==> src/rtl/display_scan.sv <==
// Eight-digit multiplexed seven-segment scanner with double-buffered data.
// New data is held pending and only swapped into the display at a frame edge.
module display_scan #(
  parameter int DIVIDER = 100000,
  parameter int BLANK   = 1000
) (
  input  logic        iClk,
  input  logic        iRst,
  input  logic [31:0] iData,
  input  logic        iLoad,
  input  logic [7:0]  iBlankMask,
  input  logic [7:0]  iDp,
  output logic [7:0]  oAn,
  output logic [6:0]  oSeg,
  output logic        oDp,
  output logic        oAck,
  output logic        oFrame
);

  localparam int CW = $clog2(DIVIDER);
  localparam logic [CW-1:0] CNT_LAST  = CW'(DIVIDER - 1);
  localparam logic [CW-1:0] CNT_BLANK = CW'(BLANK);

  function automatic logic [6:0] seg_decode(input logic [3:0] nib);
    case (nib)
      4'd0:    seg_decode = 7'b1000000;
      4'd1:    seg_decode = 7'b1111001;
      4'd2:    seg_decode = 7'b0100100;
      4'd3:    seg_decode = 7'b0110000;
      4'd4:    seg_decode = 7'b0011001;
      4'd5:    seg_decode = 7'b0010010;
      4'd6:    seg_decode = 7'b0000010;
      4'd7:    seg_decode = 7'b1111000;
      4'd8:    seg_decode = 7'b0000000;
      4'd9:    seg_decode = 7'b0010000;
      default: seg_decode = 7'b1111111;
    endcase
  endfunction

  logic [CW-1:0] cnt_q, cnt_d;
  logic [2:0]    idx_q, idx_d;
  logic [31:0]   disp_q, disp_d;
  logic [31:0]   pend_data_q, pend_data_d;
  logic          pend_q, pend_d;
  logic [7:0]    an_q, an_d;
  logic [6:0]    seg_q, seg_d;
  logic          dp_q, dp_d;
  logic          ack_q, ack_d;
  logic          frame_q, frame_d;

  logic [6:0]    digit_seg [8];
  logic          frame_edge;
  logic          dark;

  for (genvar gi = 0; gi < 8; gi++) begin : g_dec
    assign digit_seg[gi] = seg_decode(disp_q[4*gi +: 4]);
  end

  always_comb begin
    frame_edge  = (cnt_q == CNT_LAST) && (idx_q == 3'd7);
    cnt_d       = (cnt_q == CNT_LAST) ? '0 : cnt_q + 1'b1;
    idx_d       = (cnt_q == CNT_LAST) ? idx_q + 3'd1 : idx_q;

    // Dead time at slot start avoids ghosting while anodes switch.
    dark        = (cnt_q < CNT_BLANK) || iBlankMask[idx_q];
    an_d        = dark ? 8'hFF : ~(8'h01 << idx_q);
    seg_d       = dark ? 7'h7F : digit_seg[idx_q];
    dp_d        = dark ? 1'b1 : ~iDp[idx_q];

    frame_d     = frame_edge;
    ack_d       = 1'b0;
    disp_d      = disp_q;
    pend_d      = pend_q;
    pend_data_d = pend_data_q;

    if (frame_edge && pend_q) begin
      disp_d = pend_data_q;
      pend_d = 1'b0;
      ack_d  = 1'b1;
    end
    // A load on the commit cycle re-arms pending with the fresh value.
    if (iLoad) begin
      pend_data_d = iData;
      pend_d      = 1'b1;
    end
  end

  always_ff @(posedge iClk) begin
    if (iRst) begin
      cnt_q       <= '0;
      idx_q       <= 3'd0;
      disp_q      <= 32'd0;
      pend_data_q <= 32'd0;
      pend_q      <= 1'b0;
      an_q        <= 8'hFF;
      seg_q       <= 7'h7F;
      dp_q        <= 1'b1;
      ack_q       <= 1'b0;
      frame_q     <= 1'b0;
    end else begin
      cnt_q       <= cnt_d;
      idx_q       <= idx_d;
      disp_q      <= disp_d;
      pend_data_q <= pend_data_d;
      pend_q      <= pend_d;
      an_q        <= an_d;
      seg_q       <= seg_d;
      dp_q        <= dp_d;
      ack_q       <= ack_d;
      frame_q     <= frame_d;
    end
  end

  assign oAn    = an_q;
  assign oSeg   = seg_q;
  assign oDp    = dp_q;
  assign oAck   = ack_q;
  assign oFrame = frame_q;

endmodule

==> config.mk <==
export PLATFORM = sky130hd
export DESIGN_NAME = display_scan
export DESIGN_NICKNAME = d
export VERILOG_FILES = /design/src/rtl/display_scan.sv
export SDC_FILE = /design/constraint.sdc
export NUM_CORES = 1
export LEC_CHECK = 0
export ABC_AREA = 1
export CELL_PAD_IN_SITES_DETAIL_PLACEMENT = 0
export CELL_PAD_IN_SITES_GLOBAL_PLACEMENT = 2
export CORE_UTILIZATION = 30
export DETAILED_ROUTE_END_ITERATION = 16
export HOLD_SLACK_MARGIN = 0.12
export PLACE_DENSITY_LB_ADDON = 0.3
export SLEW_MARGIN = 20
export SYNTH_ARGS = -nofsm -noshare
export SYNTH_HDL_FRONTEND = slang
export SYNTH_SLANG_ARGS = --single-unit
export TNS_END_PERCENT = 10
==> constraint.sdc <==
create_clock -name iClk -period 2.3 [get_ports iClk]
set_input_delay 0.345 -clock iClk [delete_from_list [all_inputs] [get_ports iClk]]
set_output_delay 0.345 -clock iClk [all_outputs]
set_load 0.005 [all_outputs]
# --- After elaboration in Yosys (flattened, before gate mapping) ---
# Memory sizes are Yosys's and may differ from the RTL's. A register that Yosys moved wholly into a read port is not among the register bits.
# Cells that the tools add are included.
word_totals:
  romBits: 896
  reg_bits: 103
  word_cells: 61
  inputBits: 51
  mem_count: 8
mem_list:
  columns: ["name", "depth", "width", "rd", "rd_clocked_by_memory_dff", "wr", "line_no", "text"]
  rows:
  - ["(no name shown)", 16, 7, 1, 1, 0, "25", "case (nib)"]
  - ["(no name shown)", 16, 7, 1, 1, 0, "25", null]
  - ["(no name shown)", 16, 7, 1, 1, 0, "25", null]
  - ["(no name shown)", 16, 7, 1, 1, 0, "25", null]
  - ["(no name shown)", 16, 7, 1, 1, 0, "25", null]
  - ["(no name shown)", 16, 7, 1, 1, 0, "25", null]
  - ["2 more memories", null, null, null, null, null, null, null]
classes:
  n_reduce_logical: 6
  n_mux: 26
  magnitude_cmp: 3
  n_shift: 1
  eq_ne: 2
  bitwise: 3
  n_addsub: 2
op_table:
  columns: ["op", "count"]
  rows:
  - ["two-way mux 4 bit", 16]
  - ["binary-select mux 7 bit (select 3 bit)", 1]
  - ["adder 17 x 1 -> 17 bit (second input constant)", 1]
  - ["equality test 17 bit (second input constant)", 1]
  - ["< comparator 17 x 10 -> 1 bit (second input constant)", 1]
  - ["two-way mux 7 bit", 2]
  - ["NOT 8 bit", 1]
  - ["left shift 1 x 3 -> 8 bit (first input constant)", 1]
  - ["binary-select mux 1 bit (select 3 bit)", 2]
  - ["two-way mux 1 bit", 5]
  - [">= comparator 4 bit (second input constant)", 1]
  - ["< comparator 3 x 4 -> 1 bit (second input constant)", 1]
  - ["NOT 3 -> 4 bit", 1]
  - ["OR reduction 2 bit", 2]
  - ["adder 3 x 1 -> 3 bit (second input constant)", 1]
  - ["equality test 3 bit (second input constant)", 1]
  - ["logical AND 1 bit", 2]
  - ["nonzero test 2 bit", 1]
  - ["logical OR 1 bit", 1]
  - ["NOT 1 bit", 1]

# --- Logic depth before layout (Yosys ltp) ---
logic_depth:
  depth_word: 5
  mapped_depth: 16
  ltp_nobuf: 14

# --- Worst setup path after synthesis ---
# No wires, ideal clock.
synth_timing:
  path_type: "reg-to-reg"
  from: "register idx_q[1]"
  to: "register, netlist name digit_seg[52]"
  required_time_ns: 2.186
  arrival_time_ns: 2.122
  setup_ns: 0.114
  setup_slack_ns: 0.063
  period_less_slack_ns: 2.237
  stages_incl_launch_ff: 15
  path_buffers: 3
  cell_sequence: "dfxtp_1 ha_1 ha_1 buf_2 nand4_2 buf_6 buf_6 nand2_2 nand2_1 nor2_1 ha_1 inv_1 nand4_1 nand3_1 nand2_1"
synth_via:
  elab_chain_cells: 5
synth_rtl:
  columns: ["element", "line_no", "text"]
  rows:
  - ["start: declaration", "41", "logic [2:0] idx_q, idx_d;"]
  - ["start signal: assignment", "102", "idx_q <= idx_d;"]
  - ["equality test 3 bit", "60", "frame_edge = (cnt_q == CNT_LAST) && (idx_q == 3'd7);"]
  - ["logical AND 1 bit", "60", null]
  - ["logical AND 1 bit", "76", "if (frame_edge && pend_q) begin"]
  - ["two-way mux 4 bit (no line) (2 in a row)", null, null]
# No other way between the ends.
# A chain may end at the register's enable or synchronous reset.

# --- Worst setup path in the final report ---
layout_timing:
  from: "register cnt_q[1]"
  to: "register, netlist name digit_seg[55]"
layout_via:
  elab_chain_cells: 5
layout_rtl:
  columns: ["element", "line_no", "text"]
  rows:
  - ["start: declaration", "40", "logic [CW-1:0] cnt_q, cnt_d;"]
  - ["start signal: assignment", "101", "cnt_q <= cnt_d;"]
  - ["equality test 17 bit", "60", null]
  - ["logical AND 1 bit", "60", null]
  - ["logical AND 1 bit", "76", null]
  - ["two-way mux 4 bit (no line) (2 in a row)", null, null]
# No other way between the ends.

==> results by group <==
CTS
  – CTS Buf Count: 17
  – Sink Count: about 160
  – Clock tree buffer depth: 2
  – CTS tree: yes
  – Reg clk slew, reported paths: approximately 0.070 ns
  – Clk Latency, worst-skew pair: approximately 0.43 ns
  – Clock root cell: clkbuf_16
  – CTS HTree Levels: 4

Global route
  – Vias in the first global route: ~6300
  – Largest net degree at the start of global routing: 50
  – Grt total ovfl: 0
  – Initial antenna violation count: 0
  – Total track usage: between 15 and 20%
  – First-pass GRT wire length: 33300 µm

Pwr
  – Worst vdd ir: slightly above 0.3 mV
  – Switch share: between 20% and 30%
  – Clk pwr share: around 50%
  – Sequential group share of total power: between 40% and 50%
  – Pleak: 5.12 nW
  – Combinational Power Share: under 10%
  – Power, Total: between 6 and 7 mW
  – Int Pwr: roughly 4.9 mW
  – Switching pwr: between 1 and 1.5 mW
  – Power Density: between 500 and 600 nW/µm²

Place
  – Dpl cell area: a little over 9000 µm²
  – PortBufs: between 60 and 70
  – DP Wirelength: around 15000 µm
  – Gpl congestion: ~0.8

Floorplan
  – Die area: approximately 26000 µm²
  – # IOs: ~70
  – Row Count: 57
  – Starting density of the core: just over 30%
  – Die H: 160 µm
  – Core box area: between 20000 and 25000 µm²
  – DIE WIDTH: between 150 and 200 µm

Final layout
  – Commonest cells after routing, fill and taps aside: nand2_1, dfxtp_1, buf_4, inv_1, nor2_1
  – Filler instances: around 2500
  – Share of post-route cells with drive strength above 1: between 20% and 30%
  – Commonest non-fill, non-tap cell in the layout: nand2_1
  – Multi-input gate area: roughly 4000 µm²
  – FF+latch area: between 3000 and 4000 µm²
  – Final net count: between 1000 and 1500
  – Ant diodes: 0
  – Final Cell Area: roughly 11000 µm²
  – P&R area growth vs syn: 43.5%

Logic synthesis
  – Largest family of logic cells by synthesized area: simple AND/OR/NAND/NOR gates
  – Synthesis-stage register bit count: around 160
  – Post-Synth Adder-Cell Area: between 7 and 8%
  – Register area share after synthesis: 42.5%
  – Syn Nets: 1096
  – Syn avg cell area: 7.51 µm²
  – Post-synthesis mux area share: 0%
  – Cells after Synth: around 1000
  – Post-Synth Simple-Gate Area: slightly below 30%
  – Post-synthesis cell area: about 7500 µm²
  – Compound-Gate Fraction of Synth Area: about a tenth
  – Warnings from Yosys: 0
  – Post-synthesis xor/xnor area fraction: 0.467%
  – Cell variety after synth: 34

Worst setup path
  – Worst-path fanout max: 5
  – Setup crit start kind: register
  – Setup Crit Path Kind: register to register
  – Arr. time, crit path: roughly 2.6 ns
  – Worst EP required: 2.60 ns
  – Worst setup EP type: register

Route
  – Via density: about 4.4
  – Top Layer Used: met4
  – ANT nets after route: 0
  – Met3 wire len: about 670 µm
  – Drt wl/cell: 13.6 µm
  – WL met1: between 10000 and 15000 µm
  – DR pass1 iterations: 5
  – Met2 Wirelength: slightly above 9000 µm
  – Final wirelength: 20800 µm
  – Drt drc: 0
  – Starting DRT DRC Count: around 420
  – Via count: 6781

Timing
  – Fin Setup TNS: -0.0517 ns
  – Fin crit share: 101%
  – WHS: between 0.4 and 0.5 ns
  – Slew @ Worst Pin: approximately 0.36 ns
  – Final WS setup: -0.0192 ns
  – Relative slew slack: roughly 76%
  – Max-slew violations: 0
  – Final Skew: roughly 0.014 ns
  – RSZ-0062 raised after global routing: yes
  – Final setup viols: 4
  – FMAX: 431 MHz
  – Final Hold Viols: 0
  – Shortest period the worst path allows: approximately 2.3 ns

Status
  – Failing checks: setup timing
  – Status: complete, but fails checks

Job
  – # Max-Cap Violations: 0

Worst hold path
  – Worst hold-check path type: register to register
==> cells in the mapped netlist <==
| master | number | area (µm²) |
|---|---|---|
| ha_1 | 47 | 588 |
| nor4_1 | 2 | 12.5 |
| o21ai_0 | 66 | 330 |
| nor3b_1 | 3 | 22.5 |
| buf_2 | 11 | 55.1 |
| inv_1 | 129 | 484 |
| clkinv_1 | 1 | 3.75 |
| dfxtp_1 | 159 | 3180 |
| nand4_1 | 53 | 332 |
| nor3_1 | 7 | 35.0 |
| nor2_2 | 9 | 56.3 |
| a22oi_1 | 1 | 7.51 |
| a21oi_1 | 30 | 150 |
| nor3_2 | 1 | 10.0 |
| inv_2 | 11 | 41.3 |
| buf_6 | 3 | 33.8 |
| a32o_1 | 1 | 10.0 |
| nand2_2 | 11 | 68.8 |
| nor2_4 | 5 | 56.3 |
| nand2_1 | 199 | 747 |
| or2_0 | 1 | 6.26 |
| o211ai_1 | 5 | 37.5 |
| xor2_1 | 4 | 35.0 |
| o22ai_1 | 14 | 87.6 |
| nand3_1 | 74 | 370 |
| a211oi_1 | 1 | 7.51 |
| a31oi_1 | 1 | 6.26 |
| clkbuf_1 | 26 | 97.6 |
| nand3_2 | 12 | 120 |
| or2_2 | 2 | 12.5 |
| nor2_1 | 99 | 372 |
| buf_1 | 1 | 3.75 |
| nand4_2 | 1 | 12.5 |
| o211ai_2 | 8 | 100 |
==> per-layer routing <==
layer | vias to the layer above | global-route usage [%]
li1 | 3618 | -
met5 | - | 0
met3 | 20 | 2.88
met2 | 114 | 25.2
met4 | 0 | 5.41
met1 | 3029 | 23.3
==> flip-flops by register name, indices dropped and copies added (netlist names), 3 cells and up <==
register     flops
digit_seg       56
oSeg             7
disp_q          32
idx_q            3
oAn              8
pend_data_q     32
cnt_q           17
==> worst max-delay path: stages (launching register included) <==
cell     delay [ns]
dfxtp_2        0.36
ha_4           0.15
nand2_4        0.05
nor2_4         0.11
nand2_2        0.07
inv_2          0.07
nand4_4        0.20
buf_12         0.20
buf_16         0.14
nor2_4         0.15
nor2_4         0.06
buf_6          0.12
ha_4           0.14
inv_2          0.04
nand4_1        0.14
nand3_1        0.12
nand2_1        0.07
==> cells by family after synthesis <==
kind of cell               after synthesis
DFF                                    159
xor gates and xnor gates                 4
and+or+nand+nor                        479
buffers and inverters                  182
adders and majority gates               47
AOI/OAI and AO/OA                      127
==> final timing paths <==
check                                    start             end  slack [ns]  cells after the start
worst max-delay path                  cnt_q[1]   digit_seg[55]       -0.02                     16
worst min-delay path            pend_data_q[2]  pend_data_q[2]        0.47                      2
worst max register to register        cnt_q[1]   digit_seg[55]       -0.02                     16
worst min register to register  pend_data_q[2]  pend_data_q[2]        0.47                      2
==> cell type report <==
class / instances / share of cell area, %
clock buffers: 19 / 4.21
repair buffers: 211 / 18.0
inverters: 141 / 4.93
clock inverters: 13 / 1.95
well taps: 324 / 3.77
multi-input cells: 657 / 37.5
flip-flops and latches: 159 / 29.6
==> per-stage QoR <==
stage | setup WS (ns) | utilization, % | instances
finish | -0.0192 | 44.1 | 1524
global placement | -0.0169 | 38.3 | 1467
floorplan | 0.0632 | - | 998
CTS | -0.0493 | 41.6 | 1505
detailed placement | -0.0686 | 38.3 | 1467
global route | -0.131 | 44.1 | 1524
==> power groups by stage <==
stage / registers (mW) / clock network, mW / logic [mW]
floorplan: 2.88 / 0 / 0.108
global placement: 2.88 / 0 / 0.251
detailed placement: 2.88 / 0 / 0.252
CTS: 2.82 / 3.23 / 0.254
global route: 2.83 / 3.35 / 0.292
finish: 2.83 / 3.16 / 0.261
==> timing repair <==
action,4_1_cts,5_1_grt
gates cloned,2,2
hold buffers,0,0
resized for setup,11,111
pin swaps,6,68
buffers inserted,4,18
setup endpoints to repair,9,56
No activity file was read; power rests on OpenSTA's default activity.
==> variant (config.mk and constraints unchanged) <==
The output `oSeg` loses its register stage (`seg_q` becomes a continuous assignment).
--- a/src/rtl/display_scan.sv
+++ b/src/rtl/display_scan.sv
@@ -95,3 +95,2 @@
       an_q        <= 8'hFF;
-      seg_q       <= 7'h7F;
       dp_q        <= 1'b1;
@@ -106,3 +105,2 @@
       an_q        <= an_d;
-      seg_q       <= seg_d;
       dp_q        <= dp_d;
@@ -112,2 +110,4 @@
   end
+
+  assign seg_q = seg_d;
 
Behaviour: no difference found for any inputs over 10 cycles, from zero or initial values and one cycle with iRst high; that may be too few to reach the edited logic, so the function may still have changed.
==> variant against the original RTL <==
  * Via count is 1.3% higher
  * First-iteration DRC count is 20% lower
  * Sequential share of layout area is 0.68 points lower
  * Final cell count is 0.26% higher
  * Power is 5.9% lower
  * Non-clock buffer count is 7 lower
  * Sequential cell count is 7 lower
  * Area after synthesis is 0.68% lower
  * Setup slack better by 0.040 ns
  * Clock skew is 0.0023 ns lower
  * Routed wire length is 1.4% higher
  * Design area is 1.8% lower
  * Synthesized cell count is 1.3% higher
  * Largest power group unchanged
==> variant: results <==
# TYPE chip_impl_metric gauge
chip_impl_metric{name="routed_wire_length_per_instance",unit="um"} 13.8
chip_impl_metric{name="power_density",unit="mW/mm^2"} 556
chip_impl_metric{name="drt_wl_total",unit="um"} 21100
chip_impl_metric{name="dpl_ws",unit="ns"} -0.0765
chip_impl_metric{name="rrSetupSlack",unit="ns"} 0.02
chip_impl_metric{name="cp_data_arrival_time",unit="ns"} 2.59
chip_impl_metric{name="netlist_instances",unit=""} 1011
chip_impl_metric{name="route.met2.wl",unit="um"} 8890
chip_impl_info{name="hold_path_startpoint",value="pend_data_q[18]$_SDFFE_PP0P_"} 1
chip_impl_metric{name="met2_usage",unit=""} 0.251
chip_impl_metric{name="synth_sequential_area_ratio",unit=""} 0.409
chip_impl_metric{name="ff2ff_path_depth",unit=""} 17
chip_impl_metric{name="irDropWorstVdd",unit="uV"} 299
chip_impl_metric{name="globalRouteTotalUtil",unit=""} 0.166
chip_impl_metric{name="post_cts.repair.setup_buffers",unit=""} 9
chip_impl_metric{name="post_synth_num_cell_types",unit=""} 36
chip_impl_metric{name="routabilityCongestion",unit=""} 0.788
chip_impl_metric{name="first_global_vias",unit=""} 6585
chip_impl_info{name="hold_end",value="pend_data_q[18]$_SDFFE_PP0P_"} 1
chip_impl_metric{name="power.internal",unit="W"} 0.00460
chip_impl_metric{name="timing_worst_slew_pin_value",unit="ns"} 0.508
chip_impl_info{name="status",value="finished, final reports clean"} 1
chip_impl_metric{name="grt_first_pass_wirelength",unit="um"} 33800
chip_impl_metric{name="drive_gt1_frac",unit=""} 0.262
chip_impl_metric{name="detailedRoute.firstPassIterationCount",unit=""} 4
chip_impl_metric{name="hold_ws",unit="ns"} 0.460
chip_impl_metric{name="detail_route.iter0.violations",unit=""} 332
chip_impl_metric{name="power.share.clock",unit=""} 0.495
chip_impl_metric{name="final.min_clock_period",unit="ns"} 2.28
chip_impl_info{name="crit_end",value="digit_seg[17]$_DFF_P_"} 1
chip_impl_metric{name="filler_cell_count",unit=""} 2500
chip_impl_metric{name="globalRouteMet1Util",unit=""} 0.240
chip_impl_metric{name="worst_clock_skew",unit="ns"} 0.0115
chip_impl_metric{name="post_cts_resized",unit=""} 48
chip_impl_metric{name="dpl-instance-area",unit="mm^2"} 0.00917
chip_impl_metric{name="antenna_found_initial",unit=""} 0
chip_impl_metric{name="power.share.combinational",unit=""} 0.044
chip_impl_metric{name="dr_wl_met3",unit="um"} 584
chip_impl_metric{name="critical_path.max_fanout",unit=""} 8
chip_impl_metric{name="place_inst",unit=""} 1464
-- variant: cell types whose count changed after synthesis, moves of 5 or more --
| cell | change |
|---|---|
| sky130_fd_sc_hd__dfxtp_1 | -7 |
| sky130_fd_sc_hd__nand4_1 | -5 |
| sky130_fd_sc_hd__buf_2 | -6 |
| sky130_fd_sc_hd__nor2_1 | +27 |
| sky130_fd_sc_hd__nand3_1 | -6 |
| sky130_fd_sc_hd__nand2_1 | +8 |
-- variant: layout make-up --
type                    count  share of cell area
clock buffers              22              0.0449
repair buffers            204               0.176
clock inverters            10              0.0136
flip-flops and latches    152               0.290
inverters                 137              0.0501
well taps                 324              0.0384
multi-input cells         679               0.387
-- variant: kinds of logic (layout without fill, tap and decap cells) --
group	Yosys count	after routing	share of synthesized area
and+or+nand+nor	502	502	0.310
buffers and inverters	180	373	0.0966
DFF	152	152	0.409
AOI/OAI and AO/OA	128	128	0.103
adders and majority gates	47	47	0.0790
xor gates and xnor gates	2	2	0.00235
